### src/rtl/cache_arb_pkg.sv
// Shared definitions for the cache port arbiter: FSM encoding and default widths.
package cache_arb_pkg;

  typedef enum logic [1:0] {
    IDLE    = 2'd0,
    ISSUE   = 2'd1,
    RELEASE = 2'd2,
    RESP    = 2'd3
  } state_t;

  localparam int DEF_N       = 32;
  localparam int DEF_ADDR_W  = 12;
  localparam int DEF_NUM_REQ = 3;

endpackage

### src/rtl/rr_picker.sv
// Combinational round-robin select: first asserted request after 'last', with wrap.
// Kept free of arbiter-specific state so other port arbiters can reuse it.
module rr_picker #(
  parameter int NUM_REQ = 3,
  parameter int IDX_W   = $clog2(NUM_REQ)
) (
  input  logic [NUM_REQ-1:0] req,
  input  logic [IDX_W-1:0]   last,
  output logic [IDX_W-1:0]   idx,
  output logic               valid
);

  always_comb begin
    // NOTE: defaults first so every path assigns idx/valid; otherwise a latch is inferred.
    idx   = '0;
    valid = 1'b0;
    // Walk from the farthest offset to the nearest so the nearest requester wins.
    for (int off = NUM_REQ; off >= 1; off--) begin
      if (req[IDX_W'((int'(last) + off) % NUM_REQ)]) begin
        idx   = IDX_W'((int'(last) + off) % NUM_REQ);
        valid = 1'b1;
      end
    end
  end

endmodule

### src/rtl/cache_port_arbiter.sv
// Round-robin arbiter sharing one four-phase cache port between NUM_REQ
// four-phase requesters; one transaction in flight, request fields latched at grant.
module cache_port_arbiter
  import cache_arb_pkg::*;
#(
  parameter int N       = DEF_N,
  parameter int ADDR_W  = DEF_ADDR_W,
  parameter int NUM_REQ = DEF_NUM_REQ
) (
  input  logic                        clk,
  input  logic                        rst,
  input  logic [NUM_REQ-1:0]          rq_req,
  input  logic [NUM_REQ-1:0]          rq_we,
  input  logic [NUM_REQ*ADDR_W-1:0]   rq_addr,
  input  logic [NUM_REQ*N-1:0]        rq_wdata,
  output logic [NUM_REQ-1:0]          rq_ack,
  output logic [N-1:0]                rq_rdata,
  output logic                        cache_req,
  output logic                        cache_we,
  output logic [ADDR_W-1:0]           cache_addr,
  output logic [N-1:0]                cache_wdata,
  input  logic                        cache_ack,
  input  logic [N-1:0]                cache_rdata,
  output logic [$clog2(NUM_REQ)-1:0]  grant,
  output logic                        busy
);

  localparam int               IDX_W    = $clog2(NUM_REQ);
  localparam logic [IDX_W-1:0] LAST_RST = IDX_W'(NUM_REQ - 1);

  state_t           state;
  state_t           state_nxt;
  logic [IDX_W-1:0] last_grant;
  logic [IDX_W-1:0] pick;
  logic             pick_valid;
  // Set once cache_ack has been observed low in ISSUE; a stale high ack is ignored until then.
  logic             seen_low;

  rr_picker #(
    .NUM_REQ (NUM_REQ),
    .IDX_W   (IDX_W)
  ) u_picker (
    .req   (rq_req),
    .last  (last_grant),
    .idx   (pick),
    .valid (pick_valid)
  );

  // NOTE: sequential state uses <= so every flop samples pre-edge values, independent of block order.
  always_ff @(posedge clk) begin
    if (rst) state <= IDLE;
    else     state <= state_nxt;
  end

  always_comb begin
    state_nxt = state;
    case (state)
      IDLE:    if (pick_valid)             state_nxt = ISSUE;
      ISSUE:   if (cache_ack && seen_low)  state_nxt = RELEASE;
      RELEASE: if (!cache_ack)             state_nxt = RESP;
      RESP:    if (!rq_req[grant])         state_nxt = IDLE;
      default:                             state_nxt = IDLE;
    endcase
  end

  always_comb begin
    cache_req = (state == ISSUE);
    busy      = (state != IDLE);
    rq_ack    = '0;
    if (state == RESP) rq_ack[grant] = 1'b1;
  end

  // Transaction latches: fields captured at grant, read data captured at cache ack.
  always_ff @(posedge clk) begin
    if (rst) begin
      grant       <= '0;
      last_grant  <= LAST_RST;
      seen_low    <= 1'b0;
      cache_we    <= 1'b0;
      cache_addr  <= '0;
      cache_wdata <= '0;
      rq_rdata    <= '0;
    end else begin
      case (state)
        IDLE: begin
          if (pick_valid) begin
            grant       <= pick;
            cache_we    <= rq_we[pick];
            cache_addr  <= rq_addr[int'(pick)*ADDR_W +: ADDR_W];
            cache_wdata <= rq_wdata[int'(pick)*N +: N];
            seen_low    <= 1'b0;
          end
        end
        ISSUE: begin
          if (!cache_ack) seen_low <= 1'b1;
          if (cache_ack && seen_low && !cache_we) rq_rdata <= cache_rdata;
        end
        RESP: begin
          if (!rq_req[grant]) last_grant <= grant;
        end
        default: ;
      endcase
    end
  end

endmodule

### config.mk
export PLATFORM = sky130hd
export DESIGN_NAME = cache_port_arbiter
export DESIGN_NICKNAME = d
export VERILOG_FILES = /design/src/rtl/cache_arb_pkg.sv /design/src/rtl/rr_picker.sv /design/src/rtl/cache_port_arbiter.sv
export SDC_FILE = /design/constraint.sdc
export NUM_CORES = 1
export LEC_CHECK = 0
export CORE_MARGIN = 2
export CORE_UTILIZATION = 40
export CTS_BUF_LIST = sky130_fd_sc_hd__clkbuf_16
export CTS_CLUSTER_DIAMETER = 150
export DETAILED_ROUTE_END_ITERATION = 8
export PLACE_DENSITY = 0.89
export SLEW_MARGIN = 10
export SYNTH_ARGS = -nofsm -noshare
export SYNTH_HDL_FRONTEND = slang
export SYNTH_HIERARCHICAL = 1
export SYNTH_SLANG_ARGS = --single-unit
### constraint.sdc
create_clock -name clk -period 6.01 [get_ports clk]
set_input_delay 0.9015 -clock clk [delete_from_list [all_inputs] [get_ports clk]]
set_output_delay 0.9015 -clock clk [all_outputs]
set_load 0.005 [all_outputs]
**Word-level counts from Yosys, hierarchy flattened**

Cells that the tools add are included.
Widths: inputs -> output; s select.

- Multiply operators: 1
- $add $sub $neg: 3
- Magnitude comparators: 6
- Reductions and logical operators: 12
- Div/mod/pow operators: 3
- Muxes and demuxes: 30
- Shift operators: 2
- Bitwise operators: 1
- Equality and inequality tests: 8

Operators by type and width:

| kind | number |
|---|---|
| $mod 32x3->32 const B | 3 |
| $shiftx 96x8->32 | 1 |
| $shiftx 36x7->12 | 1 |
| $mux 1 | 14 |
| $mux 2 | 7 |
| $lt 2x4->1 const B | 3 |
| $bmux 1 s2 | 5 |
| $ne 2x2->1 const B | 4 |
| $pmux 2 s4 | 1 |
| $add 2x2->3 const B | 2 |
| $lt 2x3->1 const B | 2 |
| $reduce_and 2->1 | 3 |
| $eq 2x2->1 const B | 2 |
| $mul 2x2->4 const B | 1 |
| $reduce_and 4->1 | 1 |
| $reduce_bool 2->1 | 2 |
| $add 2x1->3 const B | 1 |
| $logic_and 1x1->1 | 3 |
| $mux 3 | 1 |
| $reduce_and 3->1 | 1 |
| $demux 1 s2 | 1 |
| $eq 2x1->1 const B | 1 |
| $ge 2x1->1 const B | 1 |
| $logic_not 2->1 | 1 |
| other kinds (4) | 4 |

- Output and inout bits: 84
- Input bits: 173
- Register bits after elaboration: 84

**Logic depth before layout (Yosys ltp)**

Gate-level depths: netlist of the first run.

- Depth after elaboration: 10
- Depth in mapped cells: 11
- Depth with buffers taken out: 9

**Hierarchy**

The synthesis of the first run kept the hierarchy.

By module, submodules not included:

| module | area each (um^2) | instances | cells an instance |
|---|---|---|---|
| cache_port_arbiter | 3918.8 | 1 | 492 |
| rr_picker | 191.4 | 1 | 27 |

**Worst setup path after synthesis of the first run**

No wires, ideal clock.

- Path type: input to register
- From: in rq_req[2]
- To: reg cache_wdata[10]
- Arrival time: 2.258 ns
- Setup slack: 3.620 ns
- Cell stages on the path: 9
- Cells stage by stage: mux2i_1 > o21ai_0 > a21oi_1 > buf_2 > buf_4 > mux2i_1 > nor2_1 > a211oi_1 > nor3_1

- Longest elaborated chain between the ends: 7
- Elaborated cells between the ends (all ways): 17
- Classes of those cells: 1 x shift; 15 x mux; 1 x reduce/logical

RTL lines:

| what | RTL line | RTL |
|---|---|---|
| start, declared | cache_port_arbiter.sv:12 | `input logic [NUM_REQ-1:0] rq_req,` |
| $bmux 1 s2 | rr_picker.sv:19 | `if (req[IDX_W'((int'(last) + off) % NUM_REQ)]) begin` |
| $mux 1 (not written as such) (2 in a row) | rr_picker.sv:19 |  |
| $mux 2 (2 in a row) | rr_picker.sv:19 |  |
| $mux 2 * | rr_picker.sv:19 |  |
| net pick[0] | cache_port_arbiter.sv:34 | `logic [IDX_W-1:0] pick;` |
| $shiftx 96x8->32 * | cache_port_arbiter.sv:90 | `cache_wdata <= rq_wdata[int'(pick)*N +: N];` |
| end signal, assigned | cache_port_arbiter.sv:90 |  |
| end, declared | cache_port_arbiter.sv:21 | `output logic [N-1:0] cache_wdata,` |

The timed path passes the listed nets; every way through them passes the cells marked *. The select of a mux whose other input is x is not followed.
A chain may end at the register's enable or synchronous reset.

**Final worst setup path of the first run**

- From: in rq_req[0]
- To: reg cache_wdata[17]

The elaborated chain is that of the path after synthesis.

==> results.txt, run 1 <==
- Count of final max-slew check failures: 0
* Maximum Capacitance Violations: 0
- Post-Synthesis Cell Area: 4110 sq um
* Later-pin clock latency in the skew report: 340 ps
- Final hold violation count: 0
- Bufs on Longest Clock Path: 2
* Summed negative setup slack over all endpoints: 0 ps
- Core footprint: about 10,000 sq um
- At the end of routability-driven placement, the weighted congestion stood at 0.808.
* Post-Route Skew: 8.54 ps
* Drc violations: 0
- Row generation in the floorplan step produced 37 rows.
- The via count of the first global-routing pass came to 4,531.
- The worst setup path is of the in -> reg kind.
* Setup slack after layout: 2630 ps
* Via/cell ratio: 5.13
- Worst endpoint required time: 6260 ps
* Cts-stage hold buffer count: 0
- Top-area cell type share of the netlist area: 0.409
- The number of antenna diodes in the final layout is 0.
- Leakage: 2.61 nW
- Proportion of synthesized flip-flops having asynchronous set or reset: 0
- Based on the critical path, the design can be clocked at up to around 0.3 GHz.
- Die Outline Area: 11,100 sq um
* Worst min path class: reg -> reg
* Clock transition at the registers of the reported paths: 60 ps
- Across every metal layer, demand over resource in global routing totals 0.237.
- Number of DRC violations after detailed-routing iteration 0: 227
- Dividing total power by cell area gives a power density of 322 nW/um^2.
* Antenna violations before repair: 0
- CTS Buf Count: 9
- Synth-to-Final Area Change: 71.3%
- Cell count after synthesis: roughly 520
* Count of input and output buffers: 256
- The cell sitting at the root of the clock tree is a sky130_fd_sc_hd__clkbuf_16.
- Post-Syn Area per Cell: a little under 8 sq um
* DIE WIDTH: 105 um
- TritonCTS built the clock tree.
* Cell area after layout: 7040 sq um
* Global-route congestion overflow total: 0
- Of all nets on the critical path, the largest fanout is 47.
- Post-cts repair resize count: 0
- The count of nets left with antenna violations once routing finished came out at 0.
- Setup repair after global routing missed its margin: no
- Syn. warnings: 6
- Among all flip-flop cells after synthesis, the most frequent one is sky130_fd_sc_hd__dfxtp_1.
- Period utilisation layout: 0.562
* Worst hold slack after final layout: roughly 450 ps
- Entering global routing, the biggest net connects 84 pins.
- Number of fillers in the final layout: 752
- Synthesized Nets: 700
- Routed len/inst: 14.9 um
- Worst vdd rail ir drop: around 0.21 mV
- Setup Buffers After CTS: 0
* Initial cell density of the core: 0.405
* Count leader, synth: sky130_fd_sc_hd__nor2_1
* Level count of the clock H-tree: 3
- At the pin with the least slew margin, the transition time is 1160 ps.
- The run finished with clean final reports.
- Setup violations, final: 0
- Length in cells of the worst reg-to-reg path: 9
- The first TritonRoute pass finished after 5 iterations.
* Share of final-layout standard cells stronger than drive strength 1: 0.0397
* Total cell area at the placement stage: around 6700 sq um
* Type of destination of the critical path: flop
* Top-level port count: 257
* Post-synthesis sequential element count: 84
- Number of distinct standard cells referenced by the synthesized netlist: 33
* Routed WL: 13,300 um
* Via total after detailed routing: 4,575
* Height of the die: around 110 um
- Max-slew headroom at the worst pin: 0.228
- For this design, the sink count on the clock tree is 84.
- For this run, the register share of the synthesized area comes to 0.409.
- Sort of element at the start of the critical path: input port
- Counting instances, the worst hold path has a depth of 2.
- In the synthesized netlist, the cells that appear most often are 98 x sky130_fd_sc_hd__nor2_1, 84 x sky130_fd_sc_hd__dfxtp_1, 76 x sky130_fd_sc_hd__nand2_1, 52 x sky130_fd_sc_hd__mux2i_1, 46 x sky130_fd_sc_hd__nor3_1.
* Data arrival at the endpoint of the critical path: 3630 ps
- In the final design database the tool counted 932 nets.
- DPL Wire Length: 9970 um
- EDFF count, synth: 0
- Worst slack after detailed placement: 2220 ps
* Crit path time final: 3380 ps
- The first global-routing pass estimated 21,300 um of wire.
- By area the synthesized netlist is led by sky130_fd_sc_hd__dfxtp_1 41%, sky130_fd_sc_hd__mux2i_1 13%, sky130_fd_sc_hd__nor2_1 8.9%, sky130_fd_sc_hd__a211oi_1 8.2%, sky130_fd_sc_hd__nand2_1 6.9%.
- Of all cell types, the one taking the most synthesized area is sky130_fd_sc_hd__dfxtp_1.
==> layer usage <==
metal,vias up,global-route usage,routed length (um)
li1,2247,-,-
met2,206,0.435,6930
met4,0,0.0829,287
met1,2102,0.264,5000
met5,-,0,0
met3,20,0.0606,1050
==> logic make-up (layout without fill, tap and decap cells) <==
family | after synthesis | in the layout | synth area share
AOI/OAI and AO/OA | 93 | 93 | 0.148
muxes | 52 | 52 | 0.127
adders and majority gates | 8 | 8 | 0.0244
and+or+nand+nor | 234 | 234 | 0.242
DFF | 84 | 84 | 0.409
buffers and inverters | 48 | 285 | 0.0502
==> per-stage QoR <==
step / instances / util / power [W]
5_1_grt: 892 / 0.695 / 0.00241
3_5_place_dp: 875 / 0.664 / 0.00172
4_1_cts: 891 / 0.693 / 0.00228
2_1_floorplan: 519 / - / 0.00124
6_report: 892 / 0.695 / 0.00227
3_3_place_gp: 875 / 0.664 / 0.00169
==> where the power goes <==
part	internal, W	switching [W]	leakage (nW)
sequential	0.000684	0.0000782	0.689
clock	0.000324	0.000231	0.144
combinational	0.000501	0.000448	1.78
total	0.00151	0.000757	2.61
==> path summary, 6_finish.rpt <==
path                              startpoint                            to  slack, ps
setup reg to reg  last_grant[0]$_SDFFE_PP0P_  cache_wdata[17]$_SDFFE_PP0P_       2720
hold / removal      rq_rdata[6]$_SDFFE_PP0P_      rq_rdata[6]$_SDFFE_PP0P_        450
setup / recovery                   rq_req[0]  cache_wdata[17]$_SDFFE_PP0P_       2630
hold reg to reg     rq_rdata[6]$_SDFFE_PP0P_      rq_rdata[6]$_SDFFE_PP0P_        450
==> sequential cells by signal (all words and copies together) (netlist names) <==
register / cells
cache_addr: 12
cache_wdata: 32
cache_we: 1
grant: 2
last_grant: 2
rq_rdata: 32
seen_low: 1
state: 2
==> area by class of cell <==
cell class | count | area [sq um] | area share
clock buffers | 9 | 225 | 0.0320
clock inverters | 7 | 76.3 | 0.0108
inverters | 8 | 30.0 | 0.00426
multi-input cells | 387 | 2260 | 0.321
flip-flops and latches | 84 | 1680 | 0.239
well taps | 136 | 170 | 0.0242
repair buffers | 261 | 2600 | 0.369
==> cells in the final DEF, fill, tap and decap left out, types with 2 or more instances in the layout <==
master                            synthesis  final
sky130_fd_sc_hd__nor2b_1                  4      3
sky130_fd_sc_hd__nand2_1                 76     76
sky130_fd_sc_hd__clkbuf_16                0      9
sky130_fd_sc_hd__mux2i_1                 52     52
sky130_fd_sc_hd__nor2_1                  98     98
sky130_fd_sc_hd__buf_4                    4      4
sky130_fd_sc_hd__clkdlybuf4s50_1          0    255
sky130_fd_sc_hd__a211oi_1                45     45
sky130_fd_sc_hd__a21oi_1                 37     35
sky130_fd_sc_hd__a21oi_4                  0      2
sky130_fd_sc_hd__o21ai_0                  3      3
sky130_fd_sc_hd__dfxtp_1                 84     84
sky130_fd_sc_hd__inv_1                    8      8
sky130_fd_sc_hd__clkinv_4                 0      3
sky130_fd_sc_hd__nor3_1                  46     46
sky130_fd_sc_hd__ha_1                     8      8
==> critical path, stage by stage <==
cell and delay (ps):
sky130_fd_sc_hd__clkdlybuf4s50_1 480, sky130_fd_sc_hd__nor3b_1 200, sky130_fd_sc_hd__o2bb2ai_1 130, sky130_fd_sc_hd__a21oi_4 150, sky130_fd_sc_hd__buf_4 420, sky130_fd_sc_hd__nor2b_4 920, sky130_fd_sc_hd__a211oi_1 200, sky130_fd_sc_hd__nor3_1 190
No activity file was read; power rests on OpenSTA's default activity.
==> run 2: changes to the inputs <==
- CORE_UTILIZATION: 40 -> 34
- PLACE_DENSITY: 0.89 -> 0.81
- clock period: 6.01 -> 3.1 ns (I/O delays scaled with it)
==> results.txt, run 2 (same netlist as run 1, synthesis figures left out) <==
* Maximum Capacitance Violations: 0
* DR top layer: met4
- Launching instance or port of the critical path: last_grant[0]$_SDFFE_PP0P_
* Kind of cell adding the most delay to the critical path: compound AO/OA/AOI/OAI gates
* All-Layer GR Usage: 0.211
* Launch instance of the worst register-to-register path: last_grant[0]$_SDFFE_PP0P_
* Global-route congestion overflow total: 0
* Leakage: 2.63 nW
- Clock Sink Count: 84
* Top-level port count: ~260
- Period utilisation layout: 0.907
* Number of fillers in the final layout: about 1,100
- In this run the cell area measured after placement is approximately 6800 sq um.
* Number of placement rows: 40
- The routed layout has 4,626 vias.
- The internal portion of the total power is 0.00293 W.
- Core footprint: approximately 12,000 sq um
* Die Outline Area: 13,000 sq um
- Of the total power, the share spent switching nets is 0.335.
* Net switching component of the power: 0.00148 W
- Count of final max-slew check failures: 0
- The share of total power dissipated in combinational logic is 0.427.
- Clock tree synthesis selected as its root buffer the cell sky130_fd_sc_hd__clkbuf_16.
* Buffering stage count on the worst path with inverters included: 2
- Met1 wire length: 5420 um
* Ordered cell list for the critical path: inv_1 > ha_1 > mux2i_1 > o21ai_0 > a21oi_4 > buf_12 > mux2i_1 > nor2_1 > a211oi_1 > nor3_1
- Worst min path class: reg -> reg
- Post-cts repair resize count: 0
- Setup violations, final: 0
- The first detailed-routing pass ran for 6 iterations.
* Status: finished clean
* Height of the die: 114 um
- Worst hold path startpoint: rq_rdata[30]$_SDFFE_PP0P_
- STA classifies the critical path endpoint as a flop.
- The hold violation count in the final report is 0.
* Post-layout nets: 935
- Ant diodes: 0
- Highest Clock Rate: 0.356 GHz
- Later-pin clock latency in the skew report: 340 ps
* Post-Route Skew: 11.6 ps
- Entering global routing, the biggest net connects between 40 and 50 pins.
- Bufs on Longest Clock Path: 2
- The worst-case IR drop observed on VDD is 0.251 mV.
- In this design, the stage delay of the slowest critical-path cell is between 400 and 500 ps.
* DPL Wire Length: 10,400 um
- After clock tree synthesis, the flow added hold-fix buffers numbering 0.
- The number of antenna violations at the first check in global routing was 0.
* Wire length on met2: around 7000 um
- The share of total power dissipated in sequential elements is 0.334.
* Most frequent cells in the layout: 255 x sky130_fd_sc_hd__clkdlybuf4s50_1, 98 x sky130_fd_sc_hd__nor2_1, 84 x sky130_fd_sc_hd__dfxtp_1, 76 x sky130_fd_sc_hd__nand2_1, 52 x sky130_fd_sc_hd__mux2i_1
* Worst path most repeated cell: sky130_fd_sc_hd__mux2i_1
- Level count of the clock H-tree: 3
- Category of the critical setup timing path: reg -> reg
- The detail route stage leaves a number of antenna-violating nets equal to 0.
* Worst hold slack after final layout: about 450 ps
* Setup Buffers After CTS: 0
- In the final layout, the registers with the most flip-flops are cache_wdata (32), rq_rdata (32), cache_addr (12).
* Routed len/inst: 15.7 um
- Count of input and output buffers: 256
* Synth-to-Final Area Change: 72.7%
* Drc violations: 0
- Worst endpoint required time: 3280 ps
* Transition time at the pin with the least slew margin: 938 ps
- Share of final-layout standard cells stronger than drive strength 1: 0.0422
- Power spread over the standard cell area amounts to 620 nW/um^2.
- Clock share of power: 0.239
* Max stage delay cell, worst path: sky130_fd_sc_hd__ha_1
- Via/cell ratio: 5.11
- CTS Buf Count: 9
- Cell area after layout: ~7100 sq um
* First-pass GRT wire length: 21,800 um
- In the final layout, the multi-input gates occupy 2270 sq um.
- The floorplan step set the die width to 114 um.
- For this block, the initial DRC count from the detailed router was 299.
* Setup repair after global routing missed its margin: no
- CP max FO: 37
* Routed WL: 14,200 um
- Most common library cell in the layout ignoring fill and taps: sky130_fd_sc_hd__clkdlybuf4s50_1
- Detailed route wirelength on metal3: 1240 um
- Clock transition at the registers of the reported paths: 60 ps
* Summed negative setup slack over all endpoints: 0 ps
- Initial cell density of the core: 0.345
* Sort of element at the start of the critical path: flop
* Flip-flop and latch area: 1680 sq um
- Max-slew headroom at the worst pin: 0.375
* Routability congestion estimate: 0.880
- TritonCTS built the clock tree.
* Data arrival at the endpoint of the critical path: between 2000 and 3000 ps
- Overall power consumption after layout is estimated at approximately 0.0044 W.
- The clock period could shrink to 2810 ps.
* Vias in the first global route: 4,634
-- run 2: changes by cell type in the layout (fill, tap and decap cells not counted) --
cell and delta:
sky130_fd_sc_hd__clkinv_1 +1, sky130_fd_sc_hd__nor2b_4 +1, sky130_fd_sc_hd__clkinv_2 +1, sky130_fd_sc_hd__buf_6 -1, sky130_fd_sc_hd__inv_6 -1, sky130_fd_sc_hd__clkinv_4 -1, sky130_fd_sc_hd__buf_4 +1, sky130_fd_sc_hd__buf_12 +2
-- run 2: layout make-up --
type	count	share of cell area
multi-input combinational	388	0.320
timing repair buffer	263	0.371
clock inverter	7	0.00952
sequential	84	0.237
clock buffer	9	0.0317
inverter	8	0.00423
tap	147	0.0259
-- run 2: per-layer routing --
layer	vias to the layer above	GRT usage
met5	-	0
li1	2252	-
met4	0	0.104
met3	25	0.0627
met2	215	0.380
met1	2134	0.223
-- run 2: path summary, 6_finish.rpt --
check	endpoint	slack, ps	cells past startpoint
max	cache_addr[0]$_SDFFE_PP0P_	290	10
min reg2reg	rq_rdata[30]$_SDFFE_PP0P_	450	2
min	rq_rdata[30]$_SDFFE_PP0P_	450	2
max reg2reg	cache_addr[0]$_SDFFE_PP0P_	290	10
-- run 2: per-stage QoR --
step | cells | setup slack, ps | utilization
global placement | 889 | 268 | 0.570
finish | 906 | 289 | 0.596
floorplan | 519 | 750 | -
CTS | 905 | 216 | 0.595
global route | 906 | 43.8 | 0.596
detailed placement | 889 | 95.5 | 0.570
-- run 2: worst register-to-register path: stages, from the launching register on --
cell                       delay (ps)
sky130_fd_sc_hd__dfxtp_1          380
sky130_fd_sc_hd__inv_1             90
sky130_fd_sc_hd__ha_1             430
sky130_fd_sc_hd__mux2i_1          280
sky130_fd_sc_hd__o21ai_0          180
sky130_fd_sc_hd__a21oi_4          340
sky130_fd_sc_hd__buf_12           320
sky130_fd_sc_hd__mux2i_1          290
sky130_fd_sc_hd__nor2_1            70
sky130_fd_sc_hd__a211oi_1         220
sky130_fd_sc_hd__nor3_1            60
-- run 2: power groups by stage --
stage | combinational, W | clock (W) | sequential, W
after CTS | 0.00189 | 0.00108 | 0.00147
after floorplan | 0.000911 | 0 | 0.00149
after global placement | 0.00182 | 0 | 0.00148
after detailed placement | 0.00188 | 0 | 0.00149
after global routing | 0.00207 | 0.00113 | 0.00150
final | 0.00188 | 0.00105 | 0.00147
==> run 3: changes to the inputs <==
- ABC_AREA: default -> 1
- TNS_END_PERCENT: default -> 1
==> results.txt, run 3 <==
- Combined area of the multi-input logic cells: 2090 sq um
- Category of the critical setup timing path: reg -> reg
- The kind of cell with the highest combined delay along the critical path is simple AND/OR/NAND/NOR gates.
* Main area contributors after synthesis: sky130_fd_sc_hd__dfxtp_1 41%, sky130_fd_sc_hd__nor2_1 13%, sky130_fd_sc_hd__o21ai_0 12%, sky130_fd_sc_hd__nand2_1 7.4%, sky130_fd_sc_hd__a31oi_1 5.8%
- First-pass GRT wire length: 22,700 um
- Proportion of synthesized flip-flops having asynchronous set or reset: 0
* Core footprint: 12,000 sq um
* Worst path most repeated cell: sky130_fd_sc_hd__nor2_1
- Commonest cells post-synth: 146 x sky130_fd_sc_hd__nor2_1, 98 x sky130_fd_sc_hd__o21ai_0, 84 x sky130_fd_sc_hd__dfxtp_1, 81 x sky130_fd_sc_hd__nand2_1, 38 x sky130_fd_sc_hd__a31oi_1
- Most common library cell in the layout ignoring fill and taps: sky130_fd_sc_hd__clkdlybuf4s50_1
- Number of fillers in the final layout: 1,111
- EDFF count, synth: 0
- Cell area after layout: 7060 sq um
- Worst endpoint required time: approximately 3400 ps
* Buffering stage count on the worst path with inverters included: 2
* Total cell area at the placement stage: 6740 sq um
- Post-cts repair resize count: 0
- Routability-driven placement finished with a final weighted congestion of 0.838.
* Worst vdd rail ir drop: around 0.34 mV
* Global-route congestion overflow total: 0
* Top-area cell type share of the netlist area: 0.407
* Sequential Power Share: 0.314
- Switching portion of total power: 0.355
* Data arrival at the endpoint of the critical path: 2910 ps
* Post-Route Skew: 4.99 ps
- The worst setup path is launched from a flop.
- Row generation in the floorplan step produced 40 rows.
* Routed WL: 14,700 um
- Port buffering added 256 buffers.
* Number of distinct standard cells referenced by the synthesized netlist: 30
- 257 I/O pins were placed.
- Setup violations, final: 0
- Count of nets left with antenna violations after detail routing: 0
- The area growth from synthesis to layout is 70.7%.
- DIE WIDTH: 114 um
- Internal power of the cells: approximately 0.0033 W
- Type of destination of the critical path: flop
- The die is 114 um tall.
- Power density cells: 714 nW/um^2
- Die Outline Area: 13,100 sq um
- Counting flops and latches in the post-synthesis netlist gives 84.
- The cell area that synthesis handed to floorplanning was 4130 sq um.
* Cell count after synthesis: ~600
- The number of antenna violations at the first check in global routing was 0.
- The top cell types in the final layout, fill and taps aside, are 256 x sky130_fd_sc_hd__clkdlybuf4s50_1, 146 x sky130_fd_sc_hd__nor2_1, 98 x sky130_fd_sc_hd__o21ai_0, 84 x sky130_fd_sc_hd__dfxtp_1, 80 x sky130_fd_sc_hd__nand2_1.
- Counting every net in the synthesized netlist gives 779.
- Maximum Capacitance Violations: 0
* All-Layer GR Usage: 0.219
- For this design, the CTS-stage hold fixing added 0 buffers.
- CP max FO: 45
* Max-slew headroom at the worst pin: 0.620
- Initial cell density of the core: 0.346
- DPL Wire Length: ~11,000 um
- The tightest min-delay check is of the reg -> reg type.
* Sum of internal, switching and leakage power: 0.00504 W
- No sink is reached through more buffers than the 2 on the longest clock path.
- Leakage: 2.74 nW
- The number of antenna diodes in the final layout is 0.
* Syn. warnings: 6
- Largest registers ranked by flip-flop count: cache_wdata (32), rq_rdata (32), cache_addr (12)
* Combinational share of power: 0.456
- Count of final max-slew check failures: 0
* Net switching component of the power: 0.00179 W
* DR pass1 iterations: 5
- Count leader, synth: sky130_fd_sc_hd__nor2_1
- The biggest area contributor in the post-synthesis netlist is sky130_fd_sc_hd__dfxtp_1.
* Level count of the clock H-tree: 3
- Share of final-layout standard cells stronger than drive strength 1: 0.0477
- Summed negative setup slack over all endpoints: 0 ps
- Post-layout nets: 1,014
- Period utilisation layout: 0.853
- The routed design could run at a clock period as short as 2650 ps.
- Portion of the post-synthesis area used by sequential elements: 0.407
* Post-Syn Area per Cell: roughly 6.9 sq um
- Based on the critical path, the design can be clocked at up to 0.378 GHz.
- The flow ran to the end, and the final reports show no timing, DRC or antenna violations.
* Vias in the first global route: ~4,600
* Setup repair after global routing missed its margin: no
* CTS root buffer: sky130_fd_sc_hd__clkbuf_16
- The hold violation count in the final report came to 0.
* Setup Buffers After CTS: 0
- The routed layout has 4,858 vias.
- After detailed routing, the average wire length per cell comes to 14.9 um.
- Clock share of power: 0.229
* CTS tree: yes
* Ordered cell list for the critical path: inv_1 > ha_1 > nor3_1 > a21oi_2 > nand2_1 > nand2_2 > inv_4 > nor2_1 > nor2_1 > o21ai_0 > a31oi_1
* Transition time at the pin with the least slew margin: 569 ps
- Clock-pin slew was measured on the worst setup and hold paths at ~60 ps.
- The tree built by TritonCTS fans out to 84 sinks.
* Max stage delay cell, worst path: sky130_fd_sc_hd__inv_4
- The sequential cells in the finished layout cover a total of approximately 1700 sq um.
- Clock tree synthesis inserted a total of 9 buffers.
* Maximum number of pins on one net before global-route repair: 77
* Via/cell ratio: 4.93
- On the worst path, the slowest cell contributes a delay of 480 ps.
- Later-pin clock latency in the skew report: 340 ps
- The first routing iteration left about 390 violations.
- Drc violations: 0
- The tightest hold path in the finished design has a slack of 480 ps.
- Primary FF master, synth: sky130_fd_sc_hd__dfxtp_1
-- run 3: cell count changes after synthesis, moves of 7 or more --
cell,previous run,this run
sky130_fd_sc_hd__buf_6,0,7
sky130_fd_sc_hd__inv_1,8,28
sky130_fd_sc_hd__a21oi_1,37,6
sky130_fd_sc_hd__mux2i_1,52,0
sky130_fd_sc_hd__o21ai_1,0,16
sky130_fd_sc_hd__o21ai_0,3,98
sky130_fd_sc_hd__nand3_1,0,19
sky130_fd_sc_hd__buf_1,7,0
sky130_fd_sc_hd__a211oi_1,45,1
sky130_fd_sc_hd__nor2_1,98,146
sky130_fd_sc_hd__nor3_1,46,6
sky130_fd_sc_hd__a31oi_1,0,38
-- run 3: final timing paths --
path | from | endpoint | slack [ps] | cells after the start
worst max register to register | last_grant[0]$_SDFFE_PP0P_ | cache_wdata[18]$_SDFFE_PP0P_ | 450 | 11
worst min register to register | rq_rdata[11]$_SDFFE_PP0P_ | rq_rdata[11]$_SDFFE_PP0P_ | 480 | 2
worst max-delay path | last_grant[0]$_SDFFE_PP0P_ | cache_wdata[18]$_SDFFE_PP0P_ | 450 | 11
worst min-delay path | rq_rdata[11]$_SDFFE_PP0P_ | rq_rdata[11]$_SDFFE_PP0P_ | 480 | 2
-- run 3: logic make-up after synthesis --
| family | Yosys count | share of synthesized area |
|---|---|---|
| adders and majority gates | 8 | 0.0242 |
| buffers and inverters | 73 | 0.0887 |
| and+or+nand+nor | 266 | 0.261 |
| DFF | 84 | 0.407 |
| AOI/OAI and AO/OA | 167 | 0.219 |
-- run 3: layout make-up --
| type | count | area share |
|---|---|---|
| inverter | 33 | 0.0179 |
| clock buffer | 9 | 0.0319 |
| tap | 147 | 0.0261 |
| sequential | 84 | 0.238 |
| timing repair buffer | 264 | 0.377 |
| clock inverter | 7 | 0.0131 |
| multi-input combinational | 441 | 0.296 |
-- run 3: per-stage QoR --
step,instances,worst slack [ps],utilization
global route,985,187,0.590
CTS,985,463,0.590
finish,985,455,0.590
detailed placement,969,310,0.563
floorplan,598,1000,-
global placement,969,394,0.563
-- run 3: worst register-to-register path: stages (launching register included) --
cell,delay [ps]
sky130_fd_sc_hd__dfxtp_1,390
sky130_fd_sc_hd__inv_1,80
sky130_fd_sc_hd__ha_1,370
sky130_fd_sc_hd__nor3_1,310
sky130_fd_sc_hd__a21oi_2,80
sky130_fd_sc_hd__nand2_1,90
sky130_fd_sc_hd__nand2_2,250
sky130_fd_sc_hd__inv_4,490
sky130_fd_sc_hd__nor2_1,100
sky130_fd_sc_hd__nor2_1,100
sky130_fd_sc_hd__o21ai_0,140
sky130_fd_sc_hd__a31oi_1,170
-- run 3: power groups by stage --
stage | clock, W | sequential, W | combinational [W]
floorplan | 0 | 0.00160 | 0.00119
global placement | 0 | 0.00159 | 0.00228
detailed placement | 0 | 0.00160 | 0.00231
CTS | 0.00119 | 0.00158 | 0.00232
global route | 0.00123 | 0.00162 | 0.00255
finish | 0.00116 | 0.00159 | 0.00230
-- run 3: layer usage --
layer	GRT usage	share of wire
met5	0	0
met4	0.0911	0.019
met3	0.0619	0.086
met2	0.381	0.48
met1	0.254	0.42
